<file path="src/rtl/dwconv_group_sched.sv">
// rtl/dwconv_group_sched.sv - depthwise-conv channel-group scheduler driving the line buffer
module dwconv_group_sched #(
  parameter int NUM_CHANNELS = 8,
  parameter int ADDR_W       = 16,
  parameter int TIMEOUT      = 1048576
) (
  input  logic              clk,
  input  logic              rst,
  input  logic              cfg_valid,
  output logic              cfg_ready,
  input  logic [7:0]        cfg_width,
  input  logic [7:0]        cfg_height,
  input  logic [9:0]        cfg_channels,
  input  logic [ADDR_W-1:0] cfg_in_base,
  input  logic [ADDR_W-1:0] cfg_out_base,
  output logic              lb_rst_n,
  output logic              lb_enable,
  input  logic              lb_done,
  input  logic              drain_idle,
  input  logic              abort,
  output logic [ADDR_W-1:0] grp_in_base,
  output logic [ADDR_W-1:0] grp_out_base,
  output logic [6:0]        grp_idx,
  output logic              busy,
  output logic              layer_done,
  output logic              err_timeout
);

  // Watchdog only needs to reach TIMEOUT-1.
  localparam int              WD_W    = ($clog2(TIMEOUT) > 1) ? $clog2(TIMEOUT) : 1;
  localparam logic [WD_W-1:0] WD_LAST = WD_W'(TIMEOUT - 1);
  localparam logic [10:0]     NCH     = 11'(NUM_CHANNELS);
  localparam logic [10:0]     NCH_M1  = 11'(NUM_CHANNELS - 1);

  typedef enum logic [2:0] {IDLE, CLEAR, RUN, DRAIN, NEXT} state_e;

  state_e              state_q, state_d;
  logic [ADDR_W-1:0]   plane_q, plane_d;
  logic [10:0]         ngroups_q, ngroups_d;
  logic [ADDR_W-1:0]   grp_in_base_q, grp_in_base_d;
  logic [ADDR_W-1:0]   grp_out_base_q, grp_out_base_d;
  logic [6:0]          grp_idx_q, grp_idx_d;
  logic                clear_cnt_q, clear_cnt_d;
  logic [WD_W-1:0]     wdog_q, wdog_d;
  logic                lb_rst_n_q, lb_rst_n_d;
  logic                lb_enable_q, lb_enable_d;
  logic                layer_done_q, layer_done_d;
  logic                err_timeout_q, err_timeout_d;

  logic [15:0]         area;
  logic [10:0]         ngroups_cfg;
  logic                last_grp;
  logic                rst_pulse;

  assign area        = 16'(cfg_width) * 16'(cfg_height);
  assign ngroups_cfg = ({1'b0, cfg_channels} + NCH_M1) / NCH;
  assign last_grp    = ({4'b0, grp_idx_q} == (ngroups_q - 11'd1));

  // Next-state, group bookkeeping and registered line-buffer controls.
  always_comb begin
    state_d        = state_q;
    plane_d        = plane_q;
    ngroups_d      = ngroups_q;
    grp_in_base_d  = grp_in_base_q;
    grp_out_base_d = grp_out_base_q;
    grp_idx_d      = grp_idx_q;
    clear_cnt_d    = 1'b0;
    wdog_d         = '0;
    layer_done_d   = 1'b0;
    err_timeout_d  = err_timeout_q;
    rst_pulse      = 1'b0;

    if (abort && (state_q != IDLE)) begin
      // Abort cancels the layer outright; group registers keep their last values.
      state_d   = IDLE;
      rst_pulse = 1'b1;
    end else begin
      case (state_q)
        IDLE: begin
          if (cfg_valid) begin
            plane_d        = ADDR_W'(area);
            ngroups_d      = ngroups_cfg;
            grp_in_base_d  = cfg_in_base;
            grp_out_base_d = cfg_out_base;
            grp_idx_d      = 7'd0;
            err_timeout_d  = 1'b0;
            if (ngroups_cfg == 11'd0) begin
              layer_done_d = 1'b1;
            end else begin
              state_d = CLEAR;
            end
          end
        end
        CLEAR: begin
          clear_cnt_d = clear_cnt_q + 1'b1;
          if (clear_cnt_q) begin
            state_d = RUN;
          end
        end
        RUN: begin
          wdog_d = wdog_q + 1'b1;
          // lb_done takes priority over a watchdog expiring on the same cycle.
          if (lb_done) begin
            state_d = DRAIN;
          end else if (wdog_q == WD_LAST) begin
            state_d       = IDLE;
            err_timeout_d = 1'b1;
            rst_pulse     = 1'b1;
          end
        end
        DRAIN: begin
          if (drain_idle) begin
            state_d = NEXT;
          end
        end
        NEXT: begin
          if (last_grp) begin
            layer_done_d = 1'b1;
            state_d      = IDLE;
          end else begin
            grp_idx_d      = grp_idx_q + 7'd1;
            grp_in_base_d  = grp_in_base_q + plane_q;
            grp_out_base_d = grp_out_base_q + plane_q;
            state_d        = CLEAR;
          end
        end
        default: state_d = IDLE;
      endcase
    end

    // Line-buffer controls track the state being entered so they line up with it.
    lb_rst_n_d  = (state_d != CLEAR) && !rst_pulse;
    lb_enable_d = (state_d == RUN);
  end

  // State and datapath registers with asynchronous reset.
  always_ff @(posedge clk or posedge rst) begin
    if (rst) begin
      state_q        <= IDLE;
      plane_q        <= '0;
      ngroups_q      <= '0;
      grp_in_base_q  <= '0;
      grp_out_base_q <= '0;
      grp_idx_q      <= '0;
      clear_cnt_q    <= 1'b0;
      wdog_q         <= '0;
      lb_rst_n_q     <= 1'b0;
      lb_enable_q    <= 1'b0;
      layer_done_q   <= 1'b0;
      err_timeout_q  <= 1'b0;
    end else begin
      state_q        <= state_d;
      plane_q        <= plane_d;
      ngroups_q      <= ngroups_d;
      grp_in_base_q  <= grp_in_base_d;
      grp_out_base_q <= grp_out_base_d;
      grp_idx_q      <= grp_idx_d;
      clear_cnt_q    <= clear_cnt_d;
      wdog_q         <= wdog_d;
      lb_rst_n_q     <= lb_rst_n_d;
      lb_enable_q    <= lb_enable_d;
      layer_done_q   <= layer_done_d;
      err_timeout_q  <= err_timeout_d;
    end
  end

  assign cfg_ready    = (state_q == IDLE);
  assign busy         = (state_q != IDLE);
  assign lb_rst_n     = lb_rst_n_q;
  assign lb_enable    = lb_enable_q;
  assign grp_in_base  = grp_in_base_q;
  assign grp_out_base = grp_out_base_q;
  assign grp_idx      = grp_idx_q;
  assign layer_done   = layer_done_q;
  assign err_timeout  = err_timeout_q;

endmodule

</file>
<file path="config.mk">
export PLATFORM = sky130hd
export DESIGN_NAME = dwconv_group_sched
export DESIGN_NICKNAME = d
export VERILOG_FILES = /design/src/rtl/dwconv_group_sched.sv
export SDC_FILE = /design/constraint.sdc
export NUM_CORES = 1
export LEC_CHECK = 0
export ABC_CLOCK_PERIOD_IN_PS = 5000
export CAP_MARGIN = 15
export CORE_MARGIN = 8
export CORE_UTILIZATION = 35
export DETAILED_ROUTE_END_ITERATION = 16
export GPL_TIMING_DRIVEN = 0
export PLACE_DENSITY = 0.64
export REMOVE_ABC_BUFFERS = 1
export SLEW_MARGIN = 20
export SYNTH_ARGS = -nofsm -noshare
export SYNTH_HDL_FRONTEND = slang
export SYNTH_SLANG_ARGS = --single-unit
</file>
<file path="constraint.sdc">
create_clock -name clk -period 5 [get_ports clk]
set_input_delay 0.5 -clock clk [delete_from_list [all_inputs] [get_ports clk]]
set_output_delay 0.5 -clock clk [all_outputs]
set_load 0.05 [all_outputs]
</file>
## After elaboration in Yosys (flattened, before gate mapping)

Index checks and enable logic that the tools add are counted.
Widths: inputs -> output; s select.

- Bits in registers: 91
- Input bits: 64
- Output and inout port bits: 45
- Logic and storage cells: 79

- Add/subtract/negate cells: 7
- Multiply operators: 1
- Eq/ne operators: 12
- Muxes and demuxes: 35
- Bitwise operators: 1
- Reductions and logical operators: 11

Operators by type and width:

| operator | count |
|---|---|
| $mux 16 | 4 |
| $pmux 16 s2 | 2 |
| $mux 20 | 2 |
| $add 16x16->16 | 2 |
| $mux 3 | 7 |
| $add 20x1->20 const B | 1 |
| $eq 20x20->1 const B | 1 |
| $mul 8x8->16 | 1 |
| $pmux 3 s5 | 1 |
| $mux 1 | 14 |
| $mux 7 | 2 |
| $pmux 7 s2 | 1 |
| $add 10x3->11 const B | 1 |
| $eq 7x11->1 | 1 |
| $logic_not 11->1 | 1 |
| $eq 3x2->1 const B | 3 |
| $sub 8x1->9 const B | 1 |
| $ne 2x2->1 const B | 4 |
| $add 7x1->7 const B | 1 |
| $reduce_and 5->1 | 1 |
| $pmux 1 s2 | 2 |
| $reduce_and 4->1 | 1 |
| $reduce_bool 2->1 | 2 |
| $eq 3x1->1 const B | 1 |
| 9 further kinds | 10 |

## Longest topological paths before layout

- Depth in word-level cells: 8
- Gate-level depth with buffers: 18

## Worst setup path before layout

No wires, ideal clock.

- Path type: input to register
- Start: input cfg_height[4]
- End: register plane_q[14]
- Library setup time: 0.135 ns
- Arrival time: 4.073 ns
- Data required time: 4.865 ns
- Path slack: 0.793 ns
- Cell stages on the path: 16
- Cells stage by stage: and2_1 fa_1 fa_1 inv_1 fa_1 fa_1 inv_1 ha_1 inv_1 o21ai_0 a21oi_1 o21bai_1 a41o_1 o21ai_0 xor2_1 o21ai_0

- Longest elaborated chain between the ends: 1

RTL lines:

| element | line | source |
|---|---|---|
| from (decl) | 12 | `input logic [7:0] cfg_height,` |
| $mul 8x8->16 | 55 | `assign area = 16'(cfg_width) * 16'(cfg_height);` |
| to (signal assigned) | 153 | `plane_q <= plane_d;` |
| to (decl) | 38 | `logic [ADDR_W-1:0] plane_q, plane_d;` |

Every way passes these cells.
A chain may end at the register's enable or synchronous reset.

## Worst setup path in the final report

- Start: input cfg_width[0]
- End: register plane_q[15]

- Longest elaborated chain between the ends: 1

RTL lines:

| element | line | source |
|---|---|---|
| from (decl) | 11 | `input logic [7:0] cfg_width,` |
| $mul 8x8->16 | 55 |  |

Every way passes these cells.

==> summary.md <==
| Metric | Value |
|---|---|
| Status | complete, no violations |
| Final Routed Wirelength | 18.0 mm |
| Post-detail-place hpwl | 14.2 mm |
| Pwr Density | 539 mW/mm2 |
| Clk_skew | 0.0138 ns |
| TritonCTS Buffers | 9 |
| Kind of critical path | input pin to register |
| Setup bufs post-CTS | 0 |
| Mapped Avg Cell Area | 8.73 um2 |
| Routability cong. | 0.817 |
| F_max | 0.213 GHz |
| Period utilisation layout | 93.8% |
| Final Critical Period | 4.69 ns |
| Largest net degree at the start of global routing | 71 |
| Syn Inst Count | 876 |
| Maxcap violations | 0 |
| Post-route ant nets | 0 |
| Cell with the most instances after synthesis | nand2_1 |
| Final setup violation count | 0 |
| Mapped Area | 0.00764 mm2 |
| Hold Crit Class | register to register |
| Slew @ Worst Pin | 0.804 ns |
| Commonest cells post-synth | nand2_1 (94), dfrtp_1 (91), inv_1 (82) |
| Adder-Cell Fraction of Synth Area | 21.2% |
| Crit start category | input pin |
| Final instance area | 0.00934 mm2 |
| Synth Flop Type | dfrtp_1 |
| Synth top area cells | dfrtp_1 (30%), ha_1 (11%), fa_1 (10%) |
| Simple-Gate Fraction of Synth Area | 21.1% |
| CTS tree | built |
| Post-synthesis compound-gate area fraction | 13.3% |
| Syn. warnings | 0 |
| Grt ovf | 0 |
| Synth Area in XOR/XNOR | 7.45% |
| Max incr delay on CP | 0.61 ns |
| Endpoint type of the worst setup path | register |
| Bufs on Longest Clock Path | 2 |
| Leakage power | 4.26 nW |
| Proportion of synthesized area in mux cells | 1.37% |
| IO Count | 109 |
| Total track usage | 13.6% |
| Post-synth top area cell | dfrtp_1 |
| Yosys reg bits | 91 |
| Worst path arrival time | 4.88 ns |
| DIE HEIGHT | 164 um |
| Core area | 0.0216 mm2 |
| 1st-iter DRT viols | 247 |
| Crit path max fanout | 8 |
| # H-tree levels | 3 |
| Slowest cell on the critical path | clkdlybuf4s50_1 |
| DR WL/cell | 14.3 um |
| Cell row count | 54 |
| Die area | 0.0268 mm2 |
| Placed cell area | 0.00902 mm2 |
| Family with the most delay on the worst path | adder cells |
| DRT Pass-1 Iters | 7 |
| N_diodes | 0 |
| Die Wd | 164 um |
| RSZ-0062 raised after global routing | no |
| # nets final | 1142 |
| DRC | 0 |
| CP bufs+invs | 5 |
| Via density per instance | 4.88 |
| Netlist cell types | 57 |
| Max-slew headroom | 46.0% |
| Peak VDD IR | 0.215 mV |
| CP cell instances | clkdlybuf4s50_1, nand2_1, fa_1, fa_1, inv_1, fa_1, inv_1, fa_1, inv_1, ha_1, inv_1, a21oi_1, o21ai_0, nand2b_1, a31oi_2, o21ai_0, xnor2_1, o21ai_0 |
| CTS Hold Bufs | 0 |
| Pwr Total | 0.00503 W |
| Asr flop ratio synth | 100% |
| Main combinational cell family by area after synthesis | adder cells |
| Synth top area share | 29.8% |
| CTS Sinks | 91 |
| Clk_lat worst skew | 0.35 ns |
| Area Growth Syn to Fin | 22.1% |
| Post-synth EDFFs | 0 |
| I/O Buffers | 108 |
| Initial core utilization | 35.4% |
| Clock transition at the registers of the reported paths | 0.07 ns |
| Post-synthesis sequential area ratio | 29.8% |
| Hold Fails Final Rpt | 0 |
| Required time of the critical path | 5.19 ns |
| Ratio of cells with drive above 1 in the final layout | 3.69% |
| First-pass GRT wire length | 29.9 mm |
| Fin util | 43.2% |
| Hold slack | 0.501 ns |
| Vias in the first global route | 6030 |
| Routed via count | 6133 |
| Initial antenna violation count | 0 |
| Root Driver | clkbuf_16 |
| Final Slew Violations | 0 |
cells by family (layout without fill, tap and decap cells):
kind of cell | count (synthesis) | count (layout)
simple gates | 323 | 323
buf+inv | 108 | 208
flops | 91 | 91
fa+ha+maj | 107 | 107
compound gates | 172 | 172
xor+xnor | 65 | 65
mux | 10 | 10
flip-flops by register name, indices dropped and copies added, names as in the netlist, 3 cells and up:
signal        flops
grp_idx           7
grp_in_base      16
grp_out_base     16
ngroups_q         8
plane_q          16
state_q           3
wdog_q           20
final cells by class:
class                           count  area, um2
Clock buffer                       10        229
Multi-Input combinational cell    677       4950
Tap cell                          280        350
Clock inverter                      6       71.3
Timing Repair Buffer              110       1150
Sequential cell                    91       2280
Fill cell                        2110      12300
Inverter                           82        313
what timing repair did:
item,4_1_cts,5_1_grt
endpoints found under the hold margin,0,0
gates resized for setup,0,6
setup endpoints to repair,0,1
routing by layer:
layer	global-route usage, %	vias up	routed length, um
li1	-	3143	-
met1	18.2	2886	8720
met2	22.4	97	8520
met3	2.33	7	638
met4	3.64	0	116
met5	0	-	0
where the power goes:
part           switching (W)  total [W]  internal, W
Sequential          0.000252    0.00122     0.000966
Clock               0.000299   0.000693     0.000394
Combinational        0.00184    0.00312      0.00128
Total                0.00239    0.00503      0.00264
path summary, 6_finish.rpt:
path	startpoint	to	slack, ns	depth (start not counted)
worst max-delay path	cfg_width[0]	plane_q[15]	0.31	18
worst max register to register	state_q[2]	grp_in_base[15]	1.99	7
min in group asynchronous	rst	grp_out_base[3]	0.54	2
worst min register to register	wdog_q[0]	wdog_q[0]	0.50	1
max in group asynchronous	rst	ngroups_q[3]	3.88	3
worst min-delay path	wdog_q[0]	wdog_q[0]	0.50	1
layout by cell type, fill, tap and decap left out, types with 9 or more instances in the layout:
| cell type | instances |
|---|---|
| fa_1 | 38 |
| dfrtp_1 | 91 |
| o21ai_0 | 72 |
| nor3_1 | 20 |
| nand2_1 | 92 |
| clkdlybuf4s50_1 | 103 |
| nand3_1 | 25 |
| a21oi_1 | 44 |
| nor2_1 | 64 |
| ha_1 | 69 |
| xnor2_1 | 32 |
| inv_1 | 81 |
| clkbuf_16 | 9 |
| nor2b_1 | 12 |
| and2_1 | 57 |
| xor2_1 | 33 |
| and3_1 | 13 |
per-stage QoR:
step,std cells,setup TNS (ns),setup WS (ns)
2_1_floorplan,850,0,0.766
3_3_place_gp,1238,-0.301,-0.142
3_5_place_dp,1240,-0.384,-0.173
4_1_cts,1256,0,0.179
5_1_grt,1256,0,0.0109
6_report,1256,0,0.310
(Power assumes the default switching activity.)
==> RTL edit 1: new RTL, same settings <==
The 5 states of `state_e` get a Gray code encoding in 3 bits.
--- a/src/rtl/dwconv_group_sched.sv
+++ b/src/rtl/dwconv_group_sched.sv
@@ -32,7 +32,7 @@
   localparam logic [10:0]     NCH     = 11'(NUM_CHANNELS);
   localparam logic [10:0]     NCH_M1  = 11'(NUM_CHANNELS - 1);
 
-  typedef enum logic [2:0] {IDLE, CLEAR, RUN, DRAIN, NEXT} state_e;
+  typedef enum logic [2:0] {IDLE = 3'b000, CLEAR = 3'b001, RUN = 3'b011, DRAIN = 3'b010, NEXT = 3'b110} state_e;
 
   state_e              state_q, state_d;
   logic [ADDR_W-1:0]   plane_q, plane_d;
Check against the original RTL: no difference found for any inputs over 10 cycles, from zero or initial values and one cycle with rst high; not proved beyond that.
==> RTL edit 1 against the original RTL <==
- power increased by 3.8%
- critical endpoint unchanged
- sequential cell count unchanged
- routed wire length increased by 3.9%
- via count increased by 2.4%
- highest routed layer unchanged
- area after synthesis increased by 0.41%
- clock power decreased by 3.0%
- setup slack got worse by 0.048 ns
- largest cell class unchanged
- final area increased by 0.16%
==> RTL edit 1: results (changes against the original RTL) <==
xor/xnor share of the synthesized area: 0.0730 (-0.00144)
Final #Nets: 1163 (+1.8%)
WL met2: 8.92 mm (+4.7%)
sequential-to-total area share from yosys stat: 0.297 (-0.00121)
Fillers: 2143 (+1.6%)
DR pass1 iterations: 4 (-3)
Synth Area in Adders: 0.212 (-0.000866)
hpwl dp: 14.6 mm (+3.1%)
Yosys cell types: 55 (-3.5%)
DIE AREA: 26900 sq um (+0.37%)
asr flop ratio synth: 1.00 (unchanged)
global-route wire length before repair: 31.7 mm (+6.0%)
vias in the first global route: 6341 (+5.2%)
Vias/cell: 4.92 (+0.70%)
met1 WL: 8.85 mm (+1.4%)
Iter 0 DRT Violations: 198 (-20%)
static leakage: 4.16 nW (-2.4%)
Worst Path Arrival: 5.00 ns (+0.12 ns)
GRT Total Usage: 0.144 (+0.00747)
Synth Area in Compound Gates: 0.140 (+0.00696)
dpl cell area: 9050 sq um (+0.39%)
gpl congestion: 0.836 (+2.3%)
met3 Resource Use GR: 0.0175 (-0.00576)
Area contributors post-synth: dfrtp_1 30%, ha_1 11%, fa_1 9.9%, nand2_1 5.4%, and2_1 4.6%
status: finished clean
Max VDD drop: 209 uV (-2.9%)
measured slew at the worst slew-check pin: 0.858 ns (+0.0540 ns)
GR Util met1: 0.191 (+0.00847)
layout cell share with drive strength beyond 1: 0.0311 (-0.00579)
final wirelength: 18.7 mm (+3.9%)
most frequent cells after synthesis: 111 x nand2_1, 91 x dfrtp_1, 79 x inv_1, 69 x ha_1, 68 x nor2_1
Fin Clk Skew: 0.0160 ns (+0.00226 ns)
M2 GR Usage: 0.241 (+0.0165)
met3 routed WL: 632 microns (-0.94%)
mux share of post-synthesis cell area: 0.00261 (-0.0111)
maximum number of pins on one net before global-route repair: 48 (-32%)
==> RTL edit 1: cell count changes in the layout (fill, tap and decap cells not counted), sizes merged, moves of 5 or more <==
| cell | unedited run | this run |
|---|---|---|
| a31oi | 6 | 22 |
| o21ai | 74 | 65 |
| or3 | 8 | 19 |
| nor2 | 64 | 69 |
| dlymetal6s2s | 5 | 0 |
| nand2 | 94 | 112 |
| nand4 | 1 | 8 |
| clkdlybuf4s50 | 103 | 108 |
==> RTL edit 1: kinds of logic (layout without fill, tap and decap cells) <==
group | count (synthesis) | count (layout)
AND/OR/NAND/NOR | 351 | 351
multiplexers | 2 | 2
AO/OA/AOI/OAI | 177 | 177
flip-flops | 91 | 91
buffers and inverters | 103 | 205
adder cells (fa/ha/maj) | 107 | 107
XOR/XNOR | 64 | 64
==> RTL edit 1: per-stage QoR <==
stage	hold WS, ns	std cells
2_1_floorplan	0.409	871
3_3_place_gp	0.420	1259
3_5_place_dp	0.443	1261
4_1_cts	0.452	1277
5_1_grt	0.477	1277
6_report	0.446	1277
==> RTL edit 1: worst max-delay path, stage by stage <==
cell and delay [ns]:
clkdlybuf4s50_1 0.64, nand2_1 0.13, fa_1 0.51, fa_1 0.54, inv_1 0.05, fa_1 0.52
inv_1 0.05, fa_1 0.52, inv_1 0.04, ha_1 0.33, o21ai_0 0.14, a21o_1 0.22
a21oi_1 0.18, nor3_1 0.09, or3_1 0.36, a31oi_1 0.16
==> RTL edit 1: repair_timing <==
action	4_1_cts	5_1_grt
setup endpoints to repair	0	1
hold endpoints to repair	0	0
resized for setup	0	1
==> RTL edit 1: cell type report <==
class                      count  area [sq um]  area share
inverter                      79           302      0.0322
timing repair buffer         110          1130       0.121
sequential                    91          2280       0.244
clock inverter                 7          66.3     0.00709
multi-input combinational    701          5000       0.535
tap                          280           350      0.0375
clock buffer                   9           225      0.0241
==> RTL edit 1: power breakdown <==
part / internal (W) / leakage, nW / switching (W)
registers: 0.000971 / 1.15 / 0.000265
clock network: 0.000351 / 0.138 / 0.000322
logic: 0.00134 / 2.87 / 0.00197
total: 0.00267 / 4.16 / 0.00256
==> RTL edit 1: worst paths after layout <==
check,from,cells past startpoint,endpoint,slack (ns)
worst max-delay path,cfg_width[0],16,plane_q[15]$_DFFE_PP0P_,0.26
worst min-delay path,clear_cnt_q$_DFF_PP0_,1,clear_cnt_q$_DFF_PP0_,0.45
worst max register to register,ngroups_q[2]$_DFFE_PP0P_,7,grp_in_base[15]$_DFFE_PP0P_,1.69
worst min register to register,clear_cnt_q$_DFF_PP0_,1,clear_cnt_q$_DFF_PP0_,0.45
max in group asynchronous,rst,3,plane_q[12]$_DFFE_PP0P_,3.86
min in group asynchronous,rst,2,grp_out_base[3]$_DFFE_PP0P_,0.55
==> RTL edit 2: new RTL, config.mk and constraints unchanged <==
Without the edit above. `TIMEOUT`: 1048576 -> 524288.
--- a/src/rtl/dwconv_group_sched.sv
+++ b/src/rtl/dwconv_group_sched.sv
@@ -2,7 +2,7 @@
 module dwconv_group_sched #(
   parameter int NUM_CHANNELS = 8,
   parameter int ADDR_W       = 16,
-  parameter int TIMEOUT      = 1048576
+  parameter int TIMEOUT      = 524288
 ) (
   input  logic              clk,
   input  logic              rst,
Formal check against the unedited RTL: same outputs for any inputs over 10 cycles, from zero or initial values and one cycle with rst high; that may be too few to reach the edited logic, so the function may still have changed.
==> RTL edit 2 against the original RTL <==
- area after synthesis is 0.39% higher
- routed wire length is 6.3% higher
- register-to-register slack worse by 0.43 ns
- utilization is 0.38 points higher
- power is 6.8% higher
- synthesized cell count is 2.7% higher
- setup slack worse by 0.075 ns
- sequential cell count is 1 lower
- clock skew is 0.0029 ns lower
- final area is 1.2% higher
- non-clock buffer count is 5 higher
- critical endpoint is now plane_q[14]$_DFFE_PP0P_
- highest routed layer unchanged
==> RTL edit 2: results (changes against the original RTL) <==
status: finished clean
measured slew at the worst slew-check pin: 0.928 ns (+0.124 ns)
global-route wire length before repair: 31.5 mm (+5.4%)
WL met2: 9.30 mm (+9.1%)
GRT Total Usage: 0.145 (+0.00850)
Vias/cell: 5.06 (+3.6%)
M2 GR Usage: 0.244 (+0.0195)
vias in the first global route: 6349 (+5.3%)
layout cell share with drive strength beyond 1: 0.0348 (-0.00209)
Synth Area in Adders: 0.213 (+0.000473)
gpl congestion: 0.861 (+5.3%)
GR Util met1: 0.184 (+0.00205)
CP Capture Point: plane_q[14]$_DFFE_PP0P_
Max VDD drop: 239 uV (+11%)
Fin Clk Skew: 0.0108 ns (-0.00294 ns)
worst hold path type: input port to asynchronous set/reset pin
static leakage: 4.26 nW (about the same)
Synth Area in Compound Gates: 0.155 (+0.0221)
hpwl dp: 15.0 mm (+5.9%)
DR pass1 iterations: 5 (-2)
R2R Setup Slk: 1.56 ns (-0.43 ns)
dpl cell area: 9110 sq um (+1.0%)
Area contributors post-synth: dfrtp_1 29%, ha_1 11%, fa_1 9.9%, nand2_1 5.4%, and2_1 4.5%
met1 WL: 8.74 mm (+0.22%)
Root Buffer: clkbuf_16
most frequent cells after synthesis: 110 x nand2_1, 90 x dfrtp_1, 86 x nor2_1, 76 x inv_1, 69 x ha_1
H-Tree Level Count: 3 (unchanged)
met3 Resource Use GR: 0.0211 (-0.00226)
Final #Nets: 1172 (+2.6%)
Post-Place Worst Slack: -0.427 ns (-0.254 ns)
critical path launch point: cfg_height[7]
final wirelength: 19.1 mm (+6.3%)
xor/xnor share of the synthesized area: 0.0673 (-0.00714)
maximum number of pins on one net before global-route repair: 68 (-4.2%)
worst r2r src: ngroups_q[0]$_DFFE_PP0P_
CP max stage cell: or4b_2
sequential-to-total area share from yosys stat: 0.293 (-0.00443)
Biggest register: wdog_q
fmax: 0.210 GHz (-1.6%)
Yosys cell types: 62 (+8.8%)
Worst Path Arrival: 5.05 ns (+0.17 ns)
met3 routed WL: 701 microns (+9.9%)
worst reg2reg path depth: 10 (+3)
Iter 0 DRT Violations: 244 (-1.2%)
R2R Path End: grp_idx[4]$_DFFE_PP0P_
[RTL edit 2: stage by stage]
step	std cells	setup TNS, ns	hold slack (ns)
after floorplan	875	0	0.453
after global placement	1263	-0.963	0.478
after detailed placement	1270	-0.892	0.491
after CTS	1286	0	0.466
after global routing	1286	0	0.499
final	1286	0	0.472
[RTL edit 2: power by group]
group | switching, W | internal, W | total [W]
Clock | 0.000295 | 0.000452 | 0.000748
Combinational | 0.00202 | 0.00138 | 0.00340
Sequential | 0.000269 | 0.000958 | 0.00123
Total | 0.00259 | 0.00279 | 0.00538
[RTL edit 2: final cells by class]
type / count / area (sq um)
Clock inverter: 4 / 75.1
Timing Repair Buffer: 115 / 1180
Sequential cell: 90 / 2250
Tap cell: 280 / 350
Multi-Input combinational cell: 709 / 5060
Fill cell: 2150 / 12200
Clock buffer: 12 / 246
Inverter: 76 / 290
[RTL edit 2: what timing repair did]
item,CTS,global route
pin swaps,0,0
setup endpoints to repair,1,2
gates resized for setup,7,9
